<file path="src/rtl/nbody_pkg.sv">
// rtl/nbody_pkg.sv - shared body/force types and defaults for the n-body force scheduler
package nbody_pkg;

   localparam int FORCE_W         = 32;
   localparam int N_DEFAULT       = 16;
   localparam int LATENCY_DEFAULT = 6;
   localparam int MAX_BODIES      = 256;

   typedef logic [$clog2(MAX_BODIES)-1:0] body_t;
   typedef logic [FORCE_W-1:0]            force_t;

   typedef struct packed {
      force_t fx;
      force_t fy;
   } force_vec_t;

   // Number of ordered (target, source) pairs in one full pass.
   function automatic int pair_count(input int n);
      return n * (n - 1);
   endfunction

endpackage

</file>
<file path="src/rtl/pair_scheduler_if.sv">
// rtl/pair_scheduler_if.sv - pair issue and force result bus between scheduler and force pipeline
interface pair_scheduler_if
   import nbody_pkg::*;
#(
   parameter int ADDR_WIDTH = $clog2(N_DEFAULT)
);

   logic                  pair_valid;
   logic [ADDR_WIDTH-1:0] pair_i;
   logic [ADDR_WIDTH-1:0] pair_j;
   logic                  res_valid;
   force_t                res_fx;
   force_t                res_fy;

   modport master (
      output pair_valid, pair_i, pair_j,
      input  res_valid, res_fx, res_fy
   );

   modport slave (
      input  pair_valid, pair_i, pair_j,
      output res_valid, res_fx, res_fy
   );

endinterface

</file>
<file path="src/rtl/pair_index_gen.sv">
// rtl/pair_index_gen.sv - row-major (i,j) pair counter that skips j==i without a bubble
module pair_index_gen
   import nbody_pkg::*;
#(
   parameter int N          = N_DEFAULT,
   parameter int ADDR_WIDTH = $clog2(N)
) (
   input  logic                  clk,
   input  logic                  reset,
   input  logic                  restart_i,
   input  logic                  advance_i,
   output logic [ADDR_WIDTH-1:0] pair_i_o,
   output logic [ADDR_WIDTH-1:0] pair_j_o,
   output logic                  last_o
);

   localparam int CW = ADDR_WIDTH + 1;

   logic [ADDR_WIDTH-1:0] i_q, i_d;
   logic [ADDR_WIDTH-1:0] j_q, j_d;
   logic [ADDR_WIDTH-1:0] cur_i, cur_j;
   logic [CW-1:0]         j_inc, j_skip;

   // restart presents (0,1) combinationally so the first pair can issue on the start edge
   always_comb begin
      cur_i = restart_i ? '0 : i_q;
      cur_j = restart_i ? ADDR_WIDTH'(1) : j_q;

      j_inc  = {1'b0, cur_j} + CW'(1);
      j_skip = (j_inc == {1'b0, cur_i}) ? j_inc + CW'(1) : j_inc;

      i_d = cur_i;
      j_d = cur_j;
      if (advance_i) begin
         if (j_skip >= CW'(N)) begin
            i_d = cur_i + ADDR_WIDTH'(1);
            j_d = '0;
         end else begin
            j_d = j_skip[ADDR_WIDTH-1:0];
         end
      end
   end

   assign pair_i_o = cur_i;
   assign pair_j_o = cur_j;
   assign last_o   = (cur_i == ADDR_WIDTH'(N - 1)) && (cur_j == ADDR_WIDTH'(N - 2));

   always_ff @(posedge clk) begin
      if (reset) begin
         i_q <= '0;
         j_q <= '0;
      end else begin
         i_q <= i_d;
         j_q <= j_d;
      end
   end

endmodule

</file>
<file path="src/rtl/pair_scheduler.sv">
// rtl/pair_scheduler.sv - issues all N*(N-1) body pairs and accumulates returned forces per row
module pair_scheduler
   import nbody_pkg::*;
#(
   parameter int N          = N_DEFAULT,
   parameter int LATENCY    = LATENCY_DEFAULT,
   parameter int ADDR_WIDTH = $clog2(N)
) (
   input  logic                  clk,
   input  logic                  reset,
   input  logic                  start,
   input  logic                  hold,
   pair_scheduler_if.master      bus,
   output logic                  acc_valid,
   output logic [ADDR_WIDTH-1:0] acc_i,
   output force_t                acc_fx,
   output force_t                acc_fy,
   output logic                  busy,
   output logic                  done,
   output logic                  err
);

   localparam int OUT_W = $clog2(N * N + 1);
   // Results are matched purely by order, so the pipeline depth never enters the logic.
   localparam int unused_latency = LATENCY;

   localparam logic [1:0] S_IDLE  = 2'd0;
   localparam logic [1:0] S_ISSUE = 2'd1;
   localparam logic [1:0] S_DRAIN = 2'd2;
   localparam logic [1:0] S_DONE  = 2'd3;

   logic [1:0]            state_q, state_d;
   logic                  pair_valid_q, pair_valid_d;
   logic [ADDR_WIDTH-1:0] pair_i_q, pair_i_d;
   logic [ADDR_WIDTH-1:0] pair_j_q, pair_j_d;
   logic [ADDR_WIDTH-1:0] row_q, row_d;
   logic [ADDR_WIDTH-1:0] row_cnt_q, row_cnt_d;
   logic [OUT_W-1:0]      out_q, out_d;
   force_vec_t            sum_q, sum_d, acc_q, acc_d, sum_add;
   logic                  acc_valid_q, acc_valid_d;
   logic [ADDR_WIDTH-1:0] acc_i_q, acc_i_d;
   logic                  err_q, err_d;
   logic                  flush_q, flush_d;

   logic                  in_pass, start_ok, issue_fire;
   logic                  res_ok, res_bad, row_end, pass_end;
   logic [ADDR_WIDTH-1:0] gen_i, gen_j;
   logic                  gen_last;

   pair_index_gen #(
      .N          (N),
      .ADDR_WIDTH (ADDR_WIDTH)
   ) u_index_gen (
      .clk       (clk),
      .reset     (reset),
      .restart_i (start_ok),
      .advance_i (issue_fire),
      .pair_i_o  (gen_i),
      .pair_j_o  (gen_j),
      .last_o    (gen_last)
   );

   // flush_q marks an IDLE entered by resetting a live pass: stragglers from it are dropped silently
   always_comb begin
      in_pass    = (state_q == S_ISSUE) || (state_q == S_DRAIN);
      start_ok   = start && ((state_q == S_IDLE) || (state_q == S_DONE));
      issue_fire = !hold && (start_ok || (state_q == S_ISSUE));
      res_ok     = bus.res_valid && in_pass && (out_q != '0);
      res_bad    = bus.res_valid && !res_ok && !(flush_q && (state_q == S_IDLE));
      row_end    = res_ok && (row_cnt_q == ADDR_WIDTH'(N - 2));
      pass_end   = row_end && (row_q == ADDR_WIDTH'(N - 1));
      sum_add.fx = sum_q.fx + bus.res_fx;
      sum_add.fy = sum_q.fy + bus.res_fy;
   end

   always_comb begin
      state_d = state_q;
      case (state_q)
         S_IDLE, S_DONE: if (start_ok) state_d = S_ISSUE;
         S_ISSUE:        if (issue_fire && gen_last) state_d = S_DRAIN;
         S_DRAIN:        if (pass_end) state_d = S_DONE;
         default:        state_d = S_IDLE;
      endcase
   end

   always_comb begin
      pair_valid_d = issue_fire;
      pair_i_d     = issue_fire ? gen_i : pair_i_q;
      pair_j_d     = issue_fire ? gen_j : pair_j_q;

      case ({issue_fire, res_ok})
         2'b10:   out_d = out_q + OUT_W'(1);
         2'b01:   out_d = out_q - OUT_W'(1);
         default: out_d = out_q;
      endcase

      sum_d       = sum_q;
      row_d       = row_q;
      row_cnt_d   = row_cnt_q;
      acc_valid_d = 1'b0;
      acc_i_d     = acc_i_q;
      acc_d       = acc_q;
      if (start_ok) begin
         sum_d     = '0;
         row_d     = '0;
         row_cnt_d = '0;
      end else if (res_ok) begin
         if (row_end) begin
            acc_valid_d = 1'b1;
            acc_i_d     = row_q;
            acc_d       = sum_add;
            sum_d       = '0;
            row_cnt_d   = '0;
            row_d       = row_q + ADDR_WIDTH'(1);
         end else begin
            sum_d     = sum_add;
            row_cnt_d = row_cnt_q + ADDR_WIDTH'(1);
         end
      end

      err_d   = err_q || res_bad;
      flush_d = start_ok ? 1'b0 : flush_q;
   end

   always_ff @(posedge clk) begin
      if (reset) begin
         state_q      <= S_IDLE;
         pair_valid_q <= 1'b0;
         pair_i_q     <= '0;
         pair_j_q     <= '0;
         row_q        <= '0;
         row_cnt_q    <= '0;
         out_q        <= '0;
         sum_q        <= '0;
         acc_q        <= '0;
         acc_valid_q  <= 1'b0;
         acc_i_q      <= '0;
         err_q        <= 1'b0;
         flush_q      <= in_pass || flush_q;
      end else begin
         state_q      <= state_d;
         pair_valid_q <= pair_valid_d;
         pair_i_q     <= pair_i_d;
         pair_j_q     <= pair_j_d;
         row_q        <= row_d;
         row_cnt_q    <= row_cnt_d;
         out_q        <= out_d;
         sum_q        <= sum_d;
         acc_q        <= acc_d;
         acc_valid_q  <= acc_valid_d;
         acc_i_q      <= acc_i_d;
         err_q        <= err_d;
         flush_q      <= flush_d;
      end
   end

   assign bus.pair_valid = pair_valid_q;
   assign bus.pair_i     = pair_i_q;
   assign bus.pair_j     = pair_j_q;
   assign acc_valid      = acc_valid_q;
   assign acc_i          = acc_i_q;
   assign acc_fx         = acc_q.fx;
   assign acc_fy         = acc_q.fy;
   assign busy           = in_pass;
   assign done           = (state_q == S_DONE);
   assign err            = err_q;

endmodule

</file>
<file path="src/flat_wrapper.sv">
// flat-port wrapper written by rule: the top's interface ports become plain ports
module pair_scheduler_flat import nbody_pkg::*;
#(
   parameter int N          = N_DEFAULT,
   parameter int LATENCY    = LATENCY_DEFAULT,
   parameter int ADDR_WIDTH = $clog2(N)
)
  (clk, reset, start, hold, acc_valid, acc_i, acc_fx, acc_fy, busy, done, err, bus_pair_valid, bus_pair_i, bus_pair_j, bus_res_valid, bus_res_fx, bus_res_fy);
  pair_scheduler_if #(.ADDR_WIDTH(ADDR_WIDTH)) bus_i ();
  input  logic clk;
  input  logic reset;
  input  logic start;
  input  logic hold;
  output logic acc_valid;
  output logic [ADDR_WIDTH-1:0] acc_i;
  output force_t acc_fx;
  output force_t acc_fy;
  output logic busy;
  output logic done;
  output logic err;
  output wire logic [$bits(bus_i.pair_valid)-1:0] bus_pair_valid;
  output wire logic [$bits(bus_i.pair_i)-1:0] bus_pair_i;
  output wire logic [$bits(bus_i.pair_j)-1:0] bus_pair_j;
  input wire logic [$bits(bus_i.res_valid)-1:0] bus_res_valid;
  input wire logic [$bits(bus_i.res_fx)-1:0] bus_res_fx;
  input wire logic [$bits(bus_i.res_fy)-1:0] bus_res_fy;
  assign bus_pair_valid = bus_i.pair_valid;
  assign bus_pair_i = bus_i.pair_i;
  assign bus_pair_j = bus_i.pair_j;
  assign bus_i.res_valid = bus_res_valid;
  assign bus_i.res_fx = bus_res_fx;
  assign bus_i.res_fy = bus_res_fy;
  pair_scheduler #(.N(N), .LATENCY(LATENCY), .ADDR_WIDTH(ADDR_WIDTH)) u_core (.clk(clk), .reset(reset), .start(start), .hold(hold), .bus(bus_i), .acc_valid(acc_valid), .acc_i(acc_i), .acc_fx(acc_fx), .acc_fy(acc_fy), .busy(busy), .done(done), .err(err));
endmodule
</file>
<file path="config.mk">
export PLATFORM = sky130hd
export DESIGN_NAME = pair_scheduler_flat
export DESIGN_NICKNAME = d
export VERILOG_FILES = /design/src/rtl/nbody_pkg.sv /design/src/rtl/pair_scheduler_if.sv /design/src/rtl/pair_index_gen.sv /design/src/rtl/pair_scheduler.sv /design/src/flat_wrapper.sv
export SDC_FILE = /design/constraint.sdc
export NUM_CORES = 1
export LEC_CHECK = 0
export CAP_MARGIN = 15
export CORE_MARGIN = 3
export CORE_UTILIZATION = 55
export CTS_BUF_LIST = sky130_fd_sc_hd__clkbuf_8
export DETAILED_ROUTE_END_ITERATION = 6
export PLACE_DENSITY = 0.81
export RECOVER_POWER = 25
export REMOVE_ABC_BUFFERS = 1
export SLEW_MARGIN = 30
export SYNTH_ARGS = -nofsm -noshare
export SYNTH_HDL_FRONTEND = slang
export SYNTH_HIERARCHICAL = 1
export SYNTH_SLANG_ARGS = --single-unit
</file>
<file path="constraint.sdc">
create_clock -name clk -period 4.7 [get_ports clk]
set_input_delay 0.705 -clock clk [delete_from_list [all_inputs] [get_ports clk]]
set_output_delay 0.705 -clock clk [all_outputs]
set_load 0.02 [all_outputs]
</file>
After elaboration in Yosys (flattened, before gate mapping):

Cells that the tools add are included.

* bits in registers: 171
* bits of input ports: 69
* output and inout port bits: 81
* word-level logic and storage cells: 88

* $add $sub $neg: 9
* magnitude comparators: 1
* eq/ne operators: 13
* mux-type cells: 17
* bitwise logic cells: 2
* reduce and logical (&&, ||, !) cells: 29

Operator list (number)
* adder 32 bit: 2
* 2-to-1 mux 64 bit: 1
* 2-to-1 mux 4 bit: 7
* one-hot mux 9 bit (2 select lines): 1
* == test 4 bit (second input constant): 4
* adder 4 x 1 -> 4 bit (second input constant): 3
* logical AND 1 bit: 11
* adder 9 x 1 -> 9 bit (second input constant): 1
* nonzero test 9 bit: 1
* subtractor 9 x 1 -> 9 bit (second input constant): 1
* == test 2 bit (second input constant): 3
* 2-to-1 mux 2 bit: 3
* one-hot mux 2 bit (3 select lines): 1
* AND reduction 3 bit: 2
* adder 4 x 1 -> 5 bit (second input constant): 1
* adder 5 x 1 -> 5 bit (second input constant): 1
* == test 5 x 4 -> 1 bit: 1
* greater-or-equal comparator 5 bit (second input constant): 1
* logical OR 1 bit: 5
* 2-to-1 mux 5 bit: 1
* == test 2 x 1 -> 1 bit (second input constant): 2
* != test 2 x 1 -> 1 bit (second input constant): 2
* nonzero test 2 bit: 2
* OR reduction 2 bit: 2
* other kinds (7): 12

Depth between registers and ports, before layout:

* depth after elaboration: 10
* mapped depth: 19
* depth with buffers taken out: 17

Modules after synthesis:

The synthesis kept the hierarchy.

By module, submodules not included
* pair_scheduler: times used 1, cells each 1140, area an instance 9340.2 µm², sequential area each 3273.1 µm²
* pair_index_gen: times used 1, cells each 81, area an instance 670.6 µm², sequential area each 160.2 µm²

Worst setup path before layout:

No wires, ideal clock.

* kind: register -> register
* start: register u_core.state_q[0]
* end: register u_core.out_q[6]
* arrival time: 3.675 ns
* slack: 0.954 ns
* stages on the path, launching flop included: 18
* clock period less this slack: 3.746 ns
* path through: dfxtp_1 -> inv_1 -> ha_1 -> nand3_1 -> inv_1 -> clkbuf_1 -> ha_1 -> buf_2 -> xor2_1 -> ha_1 -> nor3_1 -> a21oi_1 -> o221a_2 -> a31o_2 -> a21oi_1 -> xnor2_1 -> or3_1 -> a21oi_1

* elaborated cells on any way between the ends: 15
* classes of those cells: eq/ne (5); mux (1); reduce/logical (9)

RTL lines
* start: declaration: line pair_scheduler.sv:32 `logic [1:0] state_q, state_d;`
* start signal: assignment: line pair_scheduler.sv:141 `state_q <= state_d;`
* == test 2 x 1 -> 1 bit / == test 2 bit (equally long branches): line pair_scheduler.sv:65 `in_pass = (state_q == S_ISSUE) || (state_q == S_DRAIN);`
* logical OR 1 bit (*): line pair_scheduler.sv:65
* via busy: line flat_wrapper.sv:18 `output logic busy;`
* logical AND 1 bit (*) (2 in series): line pair_scheduler.sv:68 `res_ok = bus.res_valid && in_pass && (out_q != '0);`
* via u_core.res_ok: line pair_scheduler.sv:46 `logic res_ok, res_bad, row_end, pass_end;`
* == test 2 x 1 -> 1 bit / == test 2 bit (equally long branches): line pair_scheduler.sv:91 `case ({issue_fire, res_ok})`
* one-hot mux 9 bit (2 select lines) / nonzero test 2 bit (equally long branches)
* end signal: assignment: line pair_scheduler.sv:147 `out_q <= out_d;`
* end: declaration: line pair_scheduler.sv:38 `logic [OUT_W-1:0] out_q, out_d;`

Mark *: on every way through the listed nets, which the timed path passes. The rest lies on a longest branch.
A chain may end at the register's enable or synchronous reset.

==> metrics <==
asr flop ratio synth=0%; die height=141 um; CTS sink count=171; P&R area growth vs syn=20.7%; crit path buf inv count=2; Post-DRT Antenna Nets=0; Final period util=88.1%; clock buffer depth=2; CP Launch Type=input pin; CP Class=in2reg; power per cell area=336 nW/um2; pre-CTS setup slack=603 ps; DR iter-0 viols=518; Finished Layout Cells=1,582; area occupied by registers=3430 um2; post-synthesis cell area=10,000 um2; max-cap violations=1; Max VDD drop=0.000270 V; total number of vias=9,328; R2R depth=18; Post-Synthesis Cells=1,221; fin. max-slew vios=56; largest net degree at the start of global routing=56; CTS tree=yes; Hold Path End=u_core/acc_fx[1]$_SDFFE_PP0P_; Rel. slew slack=-84.2%; Detailed Route WL=25,900 um; Cell variety after synth=83; DP HPWL=18,100 um; total CTS buffers=17; drt pass-1 iters=5; RSZ-0062 raised after global routing=false; Worst-Margin Slew=2760 ps; final hold violation count=0; number of flops mapped to enable cells by yosys=1; worst path arrival time=4490 ps; chip width=141 um; row count=48; setup bufs post-CTS=0; critical-path cell list=clkbuf_1 -> inv_1 -> and4_1 -> a311o_1; Tmin final=4140 ps; fill count=1,464; CTS Hold Bufs=0; outcome=complete, but fails checks; fin nets=1,489; violated checks=max-capacitance violations, max-slew violations; clock skew=15.1 ps; worst hold start=u_core/acc_fx[1]$_SDFFE_PP0P_; grt total ovfl=0; Multi-input gate area=6280 um2; DRC viols=0; Post-CTS Resized=0; Synth Flop Type=dfxtp_1; TNS Setup=0 ps; via/cell ratio=5.90; Yosys warning count=6; reg2reg end=u_core/out_q[8]$_SDFFE_PP0P_; Crit Path Max Fanout=55; clk slew on worst S/H paths=90 ps; crit end category=register; H-tree depth=4; Crit Reg-Reg Startpoint=u_core/state_q[0]$_SDFFE_PP0P_; number of I/O pins=150; dpl cells=1,549; post-route cell area=12,100 um2; first-pass GRT wire length=42,100 um; Cell Area, Placed=11,700 um2; PortBufs=149; core area=17,500 um2; Initial Util=57.1%; sequential fraction of the synthesis area=34.3%; # setup viols final=0; reg2reg setup slack=820 ps; vias in the first global route=8,774; Avg WL per Cell=16.4 um; RD Place Congestion=0.921; Global Route Usage Sum=25.6%; fmax=0.242 GHz; Max stage delay on crit path=1910 ps; die area=19,900 um2; Seq cells post-synth=171; slowest CP cell=clkbuf_1; Hold Path Depth=2; Leak Pwr=5.03 nW; Clock Root Buffer=clkbuf_8; Hold Crit Class=reg2reg; family with the most delay on the worst path=buffers and inverters; final worst setup slack=560 ps; initial antenna violation count=1; syn_area_per_cell=8.20 um2; share of post-route cells with drive strength above 1=5.75%; Worst EP required=5050 ps; Clk Latency, worst-skew pair=470 ps
-- layer usage --
metal | vias up | global-route usage, % | share of wire, %
met2 | 259 | 43.7 | 48
met4 | 2 | 7.04 | 1.3
met5 | - | 0 | 0.043
li1 | 4635 | - | -
met1 | 4403 | 33.1 | 45
met3 | 29 | 5.02 | 5.4
-- worst register-to-register path, cell delays in order, from the launching register on --
cell     delay (ps)
dfxtp_1         390
inv_1            90
ha_1            390
nor2b_1         180
nor2_1           60
or2_0           280
ha_1            240
buf_4           180
xor2_1          160
ha_1            220
nor3_1          170
a21oi_1          80
o221a_2         300
a31o_2          250
a21oi_1         210
a22oi_1          90
a21oi_1         190
xnor2_1         140
nor2_1           50
-- cell families (layout without fill, tap and decap cells) --
kind of cell | Yosys count | in the layout | synth area share (%)
buf+inv | 81 | 216 | 3.16
xor+xnor | 80 | 80 | 7.30
compound gates | 372 | 372 | 24.5
fa+ha+maj | 77 | 77 | 9.77
mux | 17 | 17 | 1.71
other cells | 0 | 1 | 0
simple gates | 423 | 423 | 19.2
flops | 171 | 171 | 34.3
-- cells in the mapped netlist, types with 9 or more instances --
library cell  number  area, um2
nand2_1          178        668
dfxtp_1          170       3400
a21oi_1          129        646
nor2_1           105        394
ha_1              75        938
o21ai_0           52        260
xnor2_1           47        412
clkbuf_1          45        169
nand3_1           32        160
a21o_1            31        233
xor2_1            31        272
a22oi_1           24        180
inv_1             22       82.6
a211oi_1          17        128
or3_1             17        106
a22o_1            16        140
mux2i_1           16        160
nor3_1            16       80.1
a31oi_1           15       93.8
o21bai_1          14        105
nor2b_1           11       68.8
nand4_1           10       62.6
and3_1             9       56.3
-- how the worst max path moves through the flow --
stage / cells past startpoint / end / from
after global routing: 4 / u_core/acc_fy[18]$_SDFFE_PP0P_ / reset
after floorplan: 15 / u_core/out_q[6]$_SDFFE_PP0P_ / u_core/state_q[0]$_SDFFE_PP0P_
after detailed placement: 17 / u_core/out_q[8]$_SDFFE_PP0P_ / start
final: 4 / u_core/acc_fy[18]$_SDFFE_PP0P_ / reset
after CTS: 18 / u_core/out_q[8]$_SDFFE_PP0P_ / u_core/state_q[0]$_SDFFE_PP0P_
after global placement: 16 / u_core/out_q[6]$_SDFFE_PP0P_ / start
-- flip-flops by register name, summed over array words and instances (netlist names) --
name and cells:
u_core/acc_fx 32, u_core/acc_fy 32, u_core/acc_i 4, u_core/acc_valid 1
u_core/bus.pair_i 4, u_core/bus.pair_j 4, u_core/bus.pair_valid 1, u_core/err 1
u_core/flush_q 1, u_core/out_q 9, u_core/row_cnt_q 4, u_core/row_q 4
u_core/state_q 2, u_core/sum_q 64, u_core/u_index_gen/i_q 4, u_core/u_index_gen/j_q 4
-- cell type report --
class,count,share of cell area [%]
Inverter,24,0.745
Tap cell,225,2.33
Multi-Input combinational cell,969,52.0
Timing Repair Buffer,160,13.0
Antenna cell,1,0.0207
Clock inverter,13,1.38
Sequential cell,171,28.4
Clock buffer,19,2.16
-- stage by stage --
stage / total power [mW] / hold slack (ps) / utilization (%)
2_1_floorplan: 2.57 / 429 / -
3_3_place_gp: 2.93 / 438 / 66.5
3_5_place_dp: 2.95 / 446 / 66.5
4_1_cts: 4.07 / 459 / 68.9
5_1_grt: 4.30 / 469 / 68.9
6_report: 4.06 / 454 / 68.9
-- report_power, final --
part	leakage (nW)	internal [mW]	switching (mW)
registers	1.38	1.55	0.0728
clock network	0.214	0.557	0.554
logic	3.44	0.529	0.798
-- layout by cell type (no fill, tap or decap), types with 47 or more instances in the layout --
cell type        synthesis  routed
dlygate4sd3_1            0      60
nand2_1                178     177
a21oi_1                129     129
clkdlybuf4s50_1          0      88
o21ai_0                 52      52
ha_1                    75      75
dfxtp_1                170     170
nor2_1                 105     104
xnor2_1                 47      47
Power figures use the tool's default switching activity.
